**src/rtl/pipe_hazard_if.sv**
```systemverilog
// pipe_hazard_if: bundles the ID-stage instruction description, branch and data-memory status
// into the hazard unit, plus the stage enables, flushes, forwarding selects and status it returns.
// The master side drives the pipeline status; the hazard unit is the slave.
interface pipe_hazard_if #(
    parameter int unsigned REG_AW = 5,
    parameter int unsigned CNT_W  = 16
);
    // Instruction currently held in ID
    logic              id_valid;
    logic [REG_AW-1:0] id_rs;
    logic [REG_AW-1:0] id_rt;
    logic              id_use_rs;
    logic              id_use_rt;
    logic [REG_AW-1:0] id_dest;
    logic              id_regwrite;
    logic              id_memread;
    logic              id_memwrite;

    // Pipeline status from later stages
    logic              mem_br_taken;
    logic              dmem_ready;

    // Stage register controls
    logic              pc_we;
    logic              ifid_we;
    logic              idex_we;
    logic              exmem_we;
    logic              memwb_we;
    logic              ifid_flush;
    logic              idex_flush;
    logic              exmem_flush;

    // ALU operand forwarding selects and status
    logic [1:0]        fwd_a;
    logic [1:0]        fwd_b;
    logic [1:0]        state;
    logic [CNT_W-1:0]  stall_cnt;

    modport master (
        output id_valid, id_rs, id_rt, id_use_rs, id_use_rt, id_dest,
        output id_regwrite, id_memread, id_memwrite, mem_br_taken, dmem_ready,
        input  pc_we, ifid_we, idex_we, exmem_we, memwb_we,
        input  ifid_flush, idex_flush, exmem_flush,
        input  fwd_a, fwd_b, state, stall_cnt
    );

    modport slave (
        input  id_valid, id_rs, id_rt, id_use_rs, id_use_rt, id_dest,
        input  id_regwrite, id_memread, id_memwrite, mem_br_taken, dmem_ready,
        output pc_we, ifid_we, idex_we, exmem_we, memwb_we,
        output ifid_flush, idex_flush, exmem_flush,
        output fwd_a, fwd_b, state, stall_cnt
    );
endinterface

```
**src/rtl/pipe_hazard_ctrl.sv**
```systemverilog
// pipe_hazard_ctrl: hazard / pipeline control unit for the 5-stage MIPS core.
// Keeps a shadow copy of the EX, MEM and WB instructions and derives the stage enables,
// bubble inserts and EX operand forwarding selects from it each cycle.
// Priority: memory wait > taken-branch flush > data stall > run.
// Build option: define HAZARD_FORWARD_EN to enable operand forwarding (only load-use stalls).
// Without it, forwarding is off and ID stalls on any in-flight writer of a source register.
module pipe_hazard_ctrl #(
    parameter int unsigned REG_AW = 5,
    parameter int unsigned CNT_W  = 16
) (
    input  logic         clk,
    input  logic         rst,
    pipe_hazard_if.slave bus_io
);

    typedef struct packed {
        logic              valid;
        logic [REG_AW-1:0] rs;
        logic [REG_AW-1:0] rt;
        logic [REG_AW-1:0] dest;
        logic              regwrite;
        logic              memread;
        logic              memwrite;
    } entry_t;

    typedef enum logic [1:0] {
        StRun    = 2'd0,
        StDstall = 2'd1,
        StMwait  = 2'd2,
        StFlush  = 2'd3
    } state_e;

    localparam logic [1:0] FwdNone  = 2'b00;
    localparam logic [1:0] FwdExMem = 2'b10;
    localparam logic [1:0] FwdMemWb = 2'b01;

    // Local copies of the ID-side inputs
    logic              id_valid;
    logic [REG_AW-1:0] id_rs;
    logic [REG_AW-1:0] id_rt;
    logic              id_use_rs;
    logic              id_use_rt;
    logic              br_taken;
    logic              dmem_ready;

    assign id_valid   = bus_io.id_valid;
    assign id_rs      = bus_io.id_rs;
    assign id_rt      = bus_io.id_rt;
    assign id_use_rs  = bus_io.id_use_rs;
    assign id_use_rt  = bus_io.id_use_rt;
    assign br_taken   = bus_io.mem_br_taken;
    assign dmem_ready = bus_io.dmem_ready;

    entry_t           ex_q, ex_d;
    entry_t           mem_q, mem_d;
    entry_t           wb_q, wb_d;
    entry_t           id_entry;
    state_e           state_q, state_d;
    logic [CNT_W-1:0] cnt_q, cnt_d;

    logic             mem_wait;
    logic             data_hz;
    logic             pc_we, ifid_we, idex_we, exmem_we, memwb_we;
    logic             ifid_flush, idex_flush, exmem_flush;
    logic [1:0]       fwd_a, fwd_b;

    // True when the valid ID instruction actually reads register r (r0 never counts)
    function automatic logic id_reads(input logic [REG_AW-1:0] r);
        return id_valid && (r != '0) &&
               ((id_use_rs && (id_rs == r)) || (id_use_rt && (id_rt == r)));
    endfunction

    // True when shadow entry e will write a register the ID instruction reads
    function automatic logic writes_id_src(input entry_t e);
        return e.valid && e.regwrite && id_reads(e.dest);
    endfunction

    // Select the forwarding source for one EX operand register
    function automatic logic [1:0] fwd_sel(input logic [REG_AW-1:0] src,
                                           input entry_t m, input entry_t w);
        logic [1:0] sel;
        sel = FwdNone;
        if (src != '0) begin
            if (m.valid && m.regwrite && (m.dest == src)) begin
                sel = FwdExMem;
            end else if (w.valid && w.regwrite && (w.dest == src)) begin
                sel = FwdMemWb;
            end
        end
        return sel;
    endfunction

    // Build the shadow entry for the instruction entering EX (bubble when ID is empty)
    always_comb begin
        id_entry = '0;
        if (id_valid) begin
            id_entry.valid    = 1'b1;
            id_entry.rs       = id_rs;
            id_entry.rt       = id_rt;
            id_entry.dest     = bus_io.id_dest;
            id_entry.regwrite = bus_io.id_regwrite;
            id_entry.memread  = bus_io.id_memread;
            id_entry.memwrite = bus_io.id_memwrite;
        end
    end

    // Data hazard detection and forwarding selects for the selected build
    always_comb begin
`ifdef HAZARD_FORWARD_EN
        // Only a load in EX cannot be forwarded in time
        data_hz = ex_q.valid && ex_q.memread && id_reads(ex_q.dest);
        fwd_a   = fwd_sel(ex_q.rs, mem_q, wb_q);
        fwd_b   = fwd_sel(ex_q.rt, mem_q, wb_q);
`else
        // Register file is not write-through, so the WB writer still blocks ID
        data_hz = writes_id_src(ex_q) || writes_id_src(mem_q) || writes_id_src(wb_q);
        fwd_a   = FwdNone;
        fwd_b   = FwdNone;
`endif
    end

    // Classify the cycle and derive stage controls plus next shadow contents
    always_comb begin
        pc_we       = 1'b1;
        ifid_we     = 1'b1;
        idex_we     = 1'b1;
        exmem_we    = 1'b1;
        memwb_we    = 1'b1;
        ifid_flush  = 1'b0;
        idex_flush  = 1'b0;
        exmem_flush = 1'b0;
        ex_d        = id_entry;
        mem_d       = ex_q;
        wb_d        = mem_q;
        state_d     = StRun;

        mem_wait = mem_q.valid && (mem_q.memread || mem_q.memwrite) && !dmem_ready;

        if (mem_wait) begin
            // Freeze everything, including the shadow pipeline
            pc_we    = 1'b0;
            ifid_we  = 1'b0;
            idex_we  = 1'b0;
            exmem_we = 1'b0;
            memwb_we = 1'b0;
            ex_d     = ex_q;
            mem_d    = mem_q;
            wb_d     = wb_q;
            state_d  = StMwait;
        end else if (br_taken) begin
            // Branch in MEM retires; the three younger slots are wrong-path
            ifid_flush  = 1'b1;
            idex_flush  = 1'b1;
            exmem_flush = 1'b1;
            ex_d        = '0;
            mem_d       = '0;
            state_d     = StFlush;
        end else if (data_hz) begin
            // Hold IF/ID, inject a bubble into EX, let the older stages drain
            pc_we      = 1'b0;
            ifid_we    = 1'b0;
            idex_flush = 1'b1;
            ex_d       = '0;
            state_d    = StDstall;
        end

        cnt_d = cnt_q;
        if (!pc_we && (cnt_q != '1)) begin
            cnt_d = cnt_q + 1'b1;
        end
    end

    // Shadow pipeline, classification and stall counter registers
    always_ff @(posedge clk or posedge rst) begin
        if (rst) begin
            ex_q    <= '0;
            mem_q   <= '0;
            wb_q    <= '0;
            state_q <= StRun;
            cnt_q   <= '0;
        end else begin
            ex_q    <= ex_d;
            mem_q   <= mem_d;
            wb_q    <= wb_d;
            state_q <= state_d;
            cnt_q   <= cnt_d;
        end
    end

    // Drive outputs; reset forces every control inactive regardless of inputs
    always_comb begin
        bus_io.pc_we       = pc_we && !rst;
        bus_io.ifid_we     = ifid_we && !rst;
        bus_io.idex_we     = idex_we && !rst;
        bus_io.exmem_we    = exmem_we && !rst;
        bus_io.memwb_we    = memwb_we && !rst;
        bus_io.ifid_flush  = ifid_flush && !rst;
        bus_io.idex_flush  = idex_flush && !rst;
        bus_io.exmem_flush = exmem_flush && !rst;
        bus_io.fwd_a       = rst ? FwdNone : fwd_a;
        bus_io.fwd_b       = rst ? FwdNone : fwd_b;
        bus_io.state       = state_q;
        bus_io.stall_cnt   = cnt_q;
    end

    // Not every shadow field is consumed in every build
    logic unused_shadow;
    assign unused_shadow = ^{ex_q, mem_q, wb_q};

endmodule

```
**src/flat_wrapper.sv**
```systemverilog
// flat-port wrapper written by rule: the top's interface ports become plain ports
module pipe_hazard_ctrl_flat 
#(
    parameter int unsigned REG_AW = 5,
    parameter int unsigned CNT_W  = 16
)
  (clk, rst, bus_io_id_valid, bus_io_id_rs, bus_io_id_rt, bus_io_id_use_rs, bus_io_id_use_rt, bus_io_id_dest, bus_io_id_regwrite, bus_io_id_memread, bus_io_id_memwrite, bus_io_mem_br_taken, bus_io_dmem_ready, bus_io_pc_we, bus_io_ifid_we, bus_io_idex_we, bus_io_exmem_we, bus_io_memwb_we, bus_io_ifid_flush, bus_io_idex_flush, bus_io_exmem_flush, bus_io_fwd_a, bus_io_fwd_b, bus_io_state, bus_io_stall_cnt);
  pipe_hazard_if #(.REG_AW(REG_AW), .CNT_W(CNT_W)) bus_io_i ();
  input  logic clk;
  input  logic rst;
  input wire logic [$bits(bus_io_i.id_valid)-1:0] bus_io_id_valid;
  input wire logic [$bits(bus_io_i.id_rs)-1:0] bus_io_id_rs;
  input wire logic [$bits(bus_io_i.id_rt)-1:0] bus_io_id_rt;
  input wire logic [$bits(bus_io_i.id_use_rs)-1:0] bus_io_id_use_rs;
  input wire logic [$bits(bus_io_i.id_use_rt)-1:0] bus_io_id_use_rt;
  input wire logic [$bits(bus_io_i.id_dest)-1:0] bus_io_id_dest;
  input wire logic [$bits(bus_io_i.id_regwrite)-1:0] bus_io_id_regwrite;
  input wire logic [$bits(bus_io_i.id_memread)-1:0] bus_io_id_memread;
  input wire logic [$bits(bus_io_i.id_memwrite)-1:0] bus_io_id_memwrite;
  input wire logic [$bits(bus_io_i.mem_br_taken)-1:0] bus_io_mem_br_taken;
  input wire logic [$bits(bus_io_i.dmem_ready)-1:0] bus_io_dmem_ready;
  output wire logic [$bits(bus_io_i.pc_we)-1:0] bus_io_pc_we;
  output wire logic [$bits(bus_io_i.ifid_we)-1:0] bus_io_ifid_we;
  output wire logic [$bits(bus_io_i.idex_we)-1:0] bus_io_idex_we;
  output wire logic [$bits(bus_io_i.exmem_we)-1:0] bus_io_exmem_we;
  output wire logic [$bits(bus_io_i.memwb_we)-1:0] bus_io_memwb_we;
  output wire logic [$bits(bus_io_i.ifid_flush)-1:0] bus_io_ifid_flush;
  output wire logic [$bits(bus_io_i.idex_flush)-1:0] bus_io_idex_flush;
  output wire logic [$bits(bus_io_i.exmem_flush)-1:0] bus_io_exmem_flush;
  output wire logic [$bits(bus_io_i.fwd_a)-1:0] bus_io_fwd_a;
  output wire logic [$bits(bus_io_i.fwd_b)-1:0] bus_io_fwd_b;
  output wire logic [$bits(bus_io_i.state)-1:0] bus_io_state;
  output wire logic [$bits(bus_io_i.stall_cnt)-1:0] bus_io_stall_cnt;
  assign bus_io_i.id_valid = bus_io_id_valid;
  assign bus_io_i.id_rs = bus_io_id_rs;
  assign bus_io_i.id_rt = bus_io_id_rt;
  assign bus_io_i.id_use_rs = bus_io_id_use_rs;
  assign bus_io_i.id_use_rt = bus_io_id_use_rt;
  assign bus_io_i.id_dest = bus_io_id_dest;
  assign bus_io_i.id_regwrite = bus_io_id_regwrite;
  assign bus_io_i.id_memread = bus_io_id_memread;
  assign bus_io_i.id_memwrite = bus_io_id_memwrite;
  assign bus_io_i.mem_br_taken = bus_io_mem_br_taken;
  assign bus_io_i.dmem_ready = bus_io_dmem_ready;
  assign bus_io_pc_we = bus_io_i.pc_we;
  assign bus_io_ifid_we = bus_io_i.ifid_we;
  assign bus_io_idex_we = bus_io_i.idex_we;
  assign bus_io_exmem_we = bus_io_i.exmem_we;
  assign bus_io_memwb_we = bus_io_i.memwb_we;
  assign bus_io_ifid_flush = bus_io_i.ifid_flush;
  assign bus_io_idex_flush = bus_io_i.idex_flush;
  assign bus_io_exmem_flush = bus_io_i.exmem_flush;
  assign bus_io_fwd_a = bus_io_i.fwd_a;
  assign bus_io_fwd_b = bus_io_i.fwd_b;
  assign bus_io_state = bus_io_i.state;
  assign bus_io_stall_cnt = bus_io_i.stall_cnt;
  pipe_hazard_ctrl #(.REG_AW(REG_AW), .CNT_W(CNT_W)) u_core (.clk(clk), .rst(rst), .bus_io(bus_io_i));
endmodule
```
**config.mk**
```make
export PLATFORM = sky130hd
export DESIGN_NAME = pipe_hazard_ctrl_flat
export DESIGN_NICKNAME = d
export VERILOG_FILES = /design/src/rtl/pipe_hazard_if.sv /design/src/rtl/pipe_hazard_ctrl.sv /design/src/flat_wrapper.sv
export SDC_FILE = /design/constraint.sdc
export NUM_CORES = 1
export LEC_CHECK = 0
export ABC_CLOCK_PERIOD_IN_PS = 3220
export CORE_UTILIZATION = 30
export CTS_CLUSTER_SIZE = 16
export DETAILED_ROUTE_END_ITERATION = 8
export SYNTH_ARGS = -nofsm -noshare
export SYNTH_HDL_FRONTEND = slang
export SYNTH_SLANG_ARGS = --single-unit
```
**constraint.sdc**
```tcl
create_clock -name clk -period 3.22 [get_ports clk]
set_input_delay 0.644 -clock clk [delete_from_list [all_inputs] [get_ports clk]]
set_output_delay 0.644 -clock clk [all_outputs]
set_load 0.005 [all_outputs]
```
==> metrics.txt <==
Hold-fix buffers, CTS 0; arrival time at the worst endpoint ~2.5 ns; first-pass detailed-route iteration total 4; Worst path depth 10; Initial DRC Count between 70 and 80; critical path start-end classification primary input to output pin; delay-heaviest family, CP buffers and inverters; worst path cell trace dlygate4sd2_1 > buf_4 > xor2_1 > nor4_1 > nand3_1 > a21o_1 > buf_4 > a31oi_4 > nor3_1 > dlygate4sd2_1; fin worst setup slack around 0.087 ns; skew final ~0.011 ns; sequential cell area fraction in the yosys report 47.15%; Pleak 1.459 nW; PortBufs 50; H-tree depth 2; Slowest cell on crit path nor4_1; Die Y between 80 and 90 um; pin count of the biggest net entering global routing 30; Slew Viols, Final 0; reg2reg start u_core.ex_q[5]; post-synthesis instance total about 220; CP Data Required Time 2.58 ns; Num CTS Buffers 5; synth top area cells dfrtp_1, xor2_1, a22o_1; Global Route Usage Sum between 10 and 15%; Final ANT Viol Nets 0; R2R depth 9; Bufs and invs on worst path 4; register bit total from synthesis 43; reg2reg end u_core.bus_io.stall_cnt[1]; initial core utilization 31.30%; first-pass GRT wire length 8694 um; row count 31; IO Pins 55; DIE AREA between 0.007 and 0.008 mm^2; Sink Count 43; WL per Instance between 10 and 15 um; endpoints failing setup 0; unrepaired setup endpoints after global routing true; Routability Congestion around 0.85; top-area cell type share of the netlist area between 40% and 50%; hold depth 1; worst slew pin tran 0.7071 ns; Remaining DRCs 0; R2R Setup Slk ~0.53 ns; average cell area after synthesis 10.52 um^2; Layout Utilization between 40% and 50%; CTS Buffer Depth 2; CP Launch Type primary input; Tcrit/Tclk final around 97%; Synth area leader dfrtp_1; Die W just under 90 um; YS warnings 0; Slew HR 52.81%; Vias 1780; Skew-Pair Late Insertion Delay between 0.2 and 0.3 ns; IR drop worst, VDD 0.1454 mV; clock root cell clkbuf_8; Hold Crit Class flop to flop; total negative setup slack 0 ns; layout net count between 300 and 400; post-synthesis cell type count 32; Hold Worst Slack between 0.4 and 0.5 ns; GRT Residual Overflow 0; Largest stage delay, worst path about 0.30 ns; vias per cell around 4.7; final hold viol count 0; Post-DP HPWL roughly 4100 um; Post-CTS Setup Repair Bufs 0; Core Area about 0.0073 mm^2; DRT Wirelength between 5000 and 6000 um; CTS tree built; WHS Endpoint u_core.bus_io.stall_cnt[11]; Mapped Area roughly 0.0023 mm^2; vias in the first global route around 1800; clock transition at the registers of the reported paths about 0.090 ns; min cycle time layout roughly 3.1 ns; Max Clock Freq approximately 320 MHz; maximum fanout along the worst path 3; initial antenna violation count 0; Place WS -0.4271 ns; Area Overhead vs Synth 34.81%; CP endpoint kind output pin; ANT cells 0; maxcap violations 0; Pwr Density 356.4 mW/mm^2; share of layout cells above drive strength 1 14.84%; hold_sp u_core.bus_io.stall_cnt[11]; outcome finished clean
-- registers in the layout, summed over array words and instances (netlist names) --
name,cells
u_core.bus_io.stall_cnt,16
u_core.bus_io.state,2
u_core.ex_q,9
u_core.mem_q,9
u_core.wb_q,7
-- per-layer routing --
layer  share of wire [%]  global-route usage, %
met5                   0                      0
met1                  47                  19.58
met3                 2.5                  2.493
met4                 1.1                  3.752
met2                  49                  24.08
-- power breakdown --
| group | total, mW | leakage [nW] | switching, mW | internal [mW] |
|---|---|---|---|---|
| combinational | 0.153 | 0.837 | 0.0679 | 0.0852 |
| clock | 0.361 | 0.0474 | 0.186 | 0.175 |
| sequential | 0.582 | 0.574 | 0.0243 | 0.558 |
| total | 1.10 | 1.46 | 0.278 | 0.818 |
-- worst reg2reg max path: stages, from the launching register on --
cell and delay (ns):
dfrtp_1 0.49, or4_1 0.43, o2111ai_1 0.28, a21o_1 0.15
buf_4 0.12, a31oi_4 0.08, buf_4 0.15, o21ai_4 0.34
buf_4 0.22, mux2_2 0.32
-- cell usage in the layout (no fill, tap or decap), types with 2 or more instances in the layout --
cell type	count
conb_1	4
nor3_2	4
inv_1	7
o2111ai_1	3
xnor2_1	8
and3_1	3
a22o_1	10
xor2_1	36
a21o_1	5
buf_4	17
nor3_1	2
mux2_2	7
o21ai_0	7
nand3_1	15
dlygate4sd2_1	11
nor4_1	10
clkdlybuf4s50_1	39
dfrtp_1	43
clkbuf_8	6
nor2_1	11
nand2_1	18
or4_1	3
-- cell type report --
cell class	count	area, um^2
repair buffers	68	634.4
multi-input cells	157	1117
fillers	749	4215
clock buffers	6	82.58
well taps	99	123.9
inverters	7	26.28
clock inverters	2	16.27
flip-flops and latches	43	1076
-- logic make-up after synthesis --
family,after synthesis,synth area share [%]
AOI/OAI and AO/OA,29,10.42
adders and majority gates,1,0.5482
other,1,0.1643
muxes,8,3.893
buffers and inverters,20,4.989
xor gates and xnor gates,44,16.89
and+or+nand+nor,71,15.95
DFF,43,47.15
-- metrics by stage --
stage / cells / area, um^2 / power, mW
final: 382 / 3077 / 1.097
after global routing: 382 / 3077 / 1.156
after CTS: 382 / 3077 / 1.112
after detailed placement: 374 / 2980 / 0.7522
after global placement: 374 / 2980 / 0.7493
after floorplan: 220 / 2293 / 0.6587
-- cell usage after synthesis, drive strengths merged --
cell type / instances
nor3: 6
a21o: 5
nor2b: 2
xnor2: 8
ha: 1
and3: 3
mux2: 7
or4: 3
nand3: 15
o21ai: 8
nor4: 11
nor2: 12
dfrtp: 43
mux2i: 1
clkbuf: 1
o2111ai: 3
a22o: 10
xor2: 36
buf: 12
nand2: 18
o31a: 1
a31oi: 1
a21oi: 1
inv: 7
nand4: 1
conb: 1
-- worst max-delay path by stage --
stage	start	endpoint	slack, ns
global route	bus_io_id_rt[1]	bus_io_ifid_we	-0.02
detailed placement	bus_io_id_rs[3]	bus_io_idex_flush	-0.43
global placement	bus_io_id_rs[2]	bus_io_idex_flush	-0.42
finish	bus_io_id_rt[1]	bus_io_ifid_we	0.09
CTS	bus_io_id_rs[0]	bus_io_idex_flush	0.04
floorplan	bus_io_id_rt[1]	bus_io_pc_we	0.77
-- timing repair --
| item | in CTS | in global routing |
|---|---|---|
| setup endpoints to repair | 3 | 3 |
| resized for setup | 13 | 0 |
| pin swaps | 5 | 3 |
No activity file was read; power rests on OpenSTA's default activity.
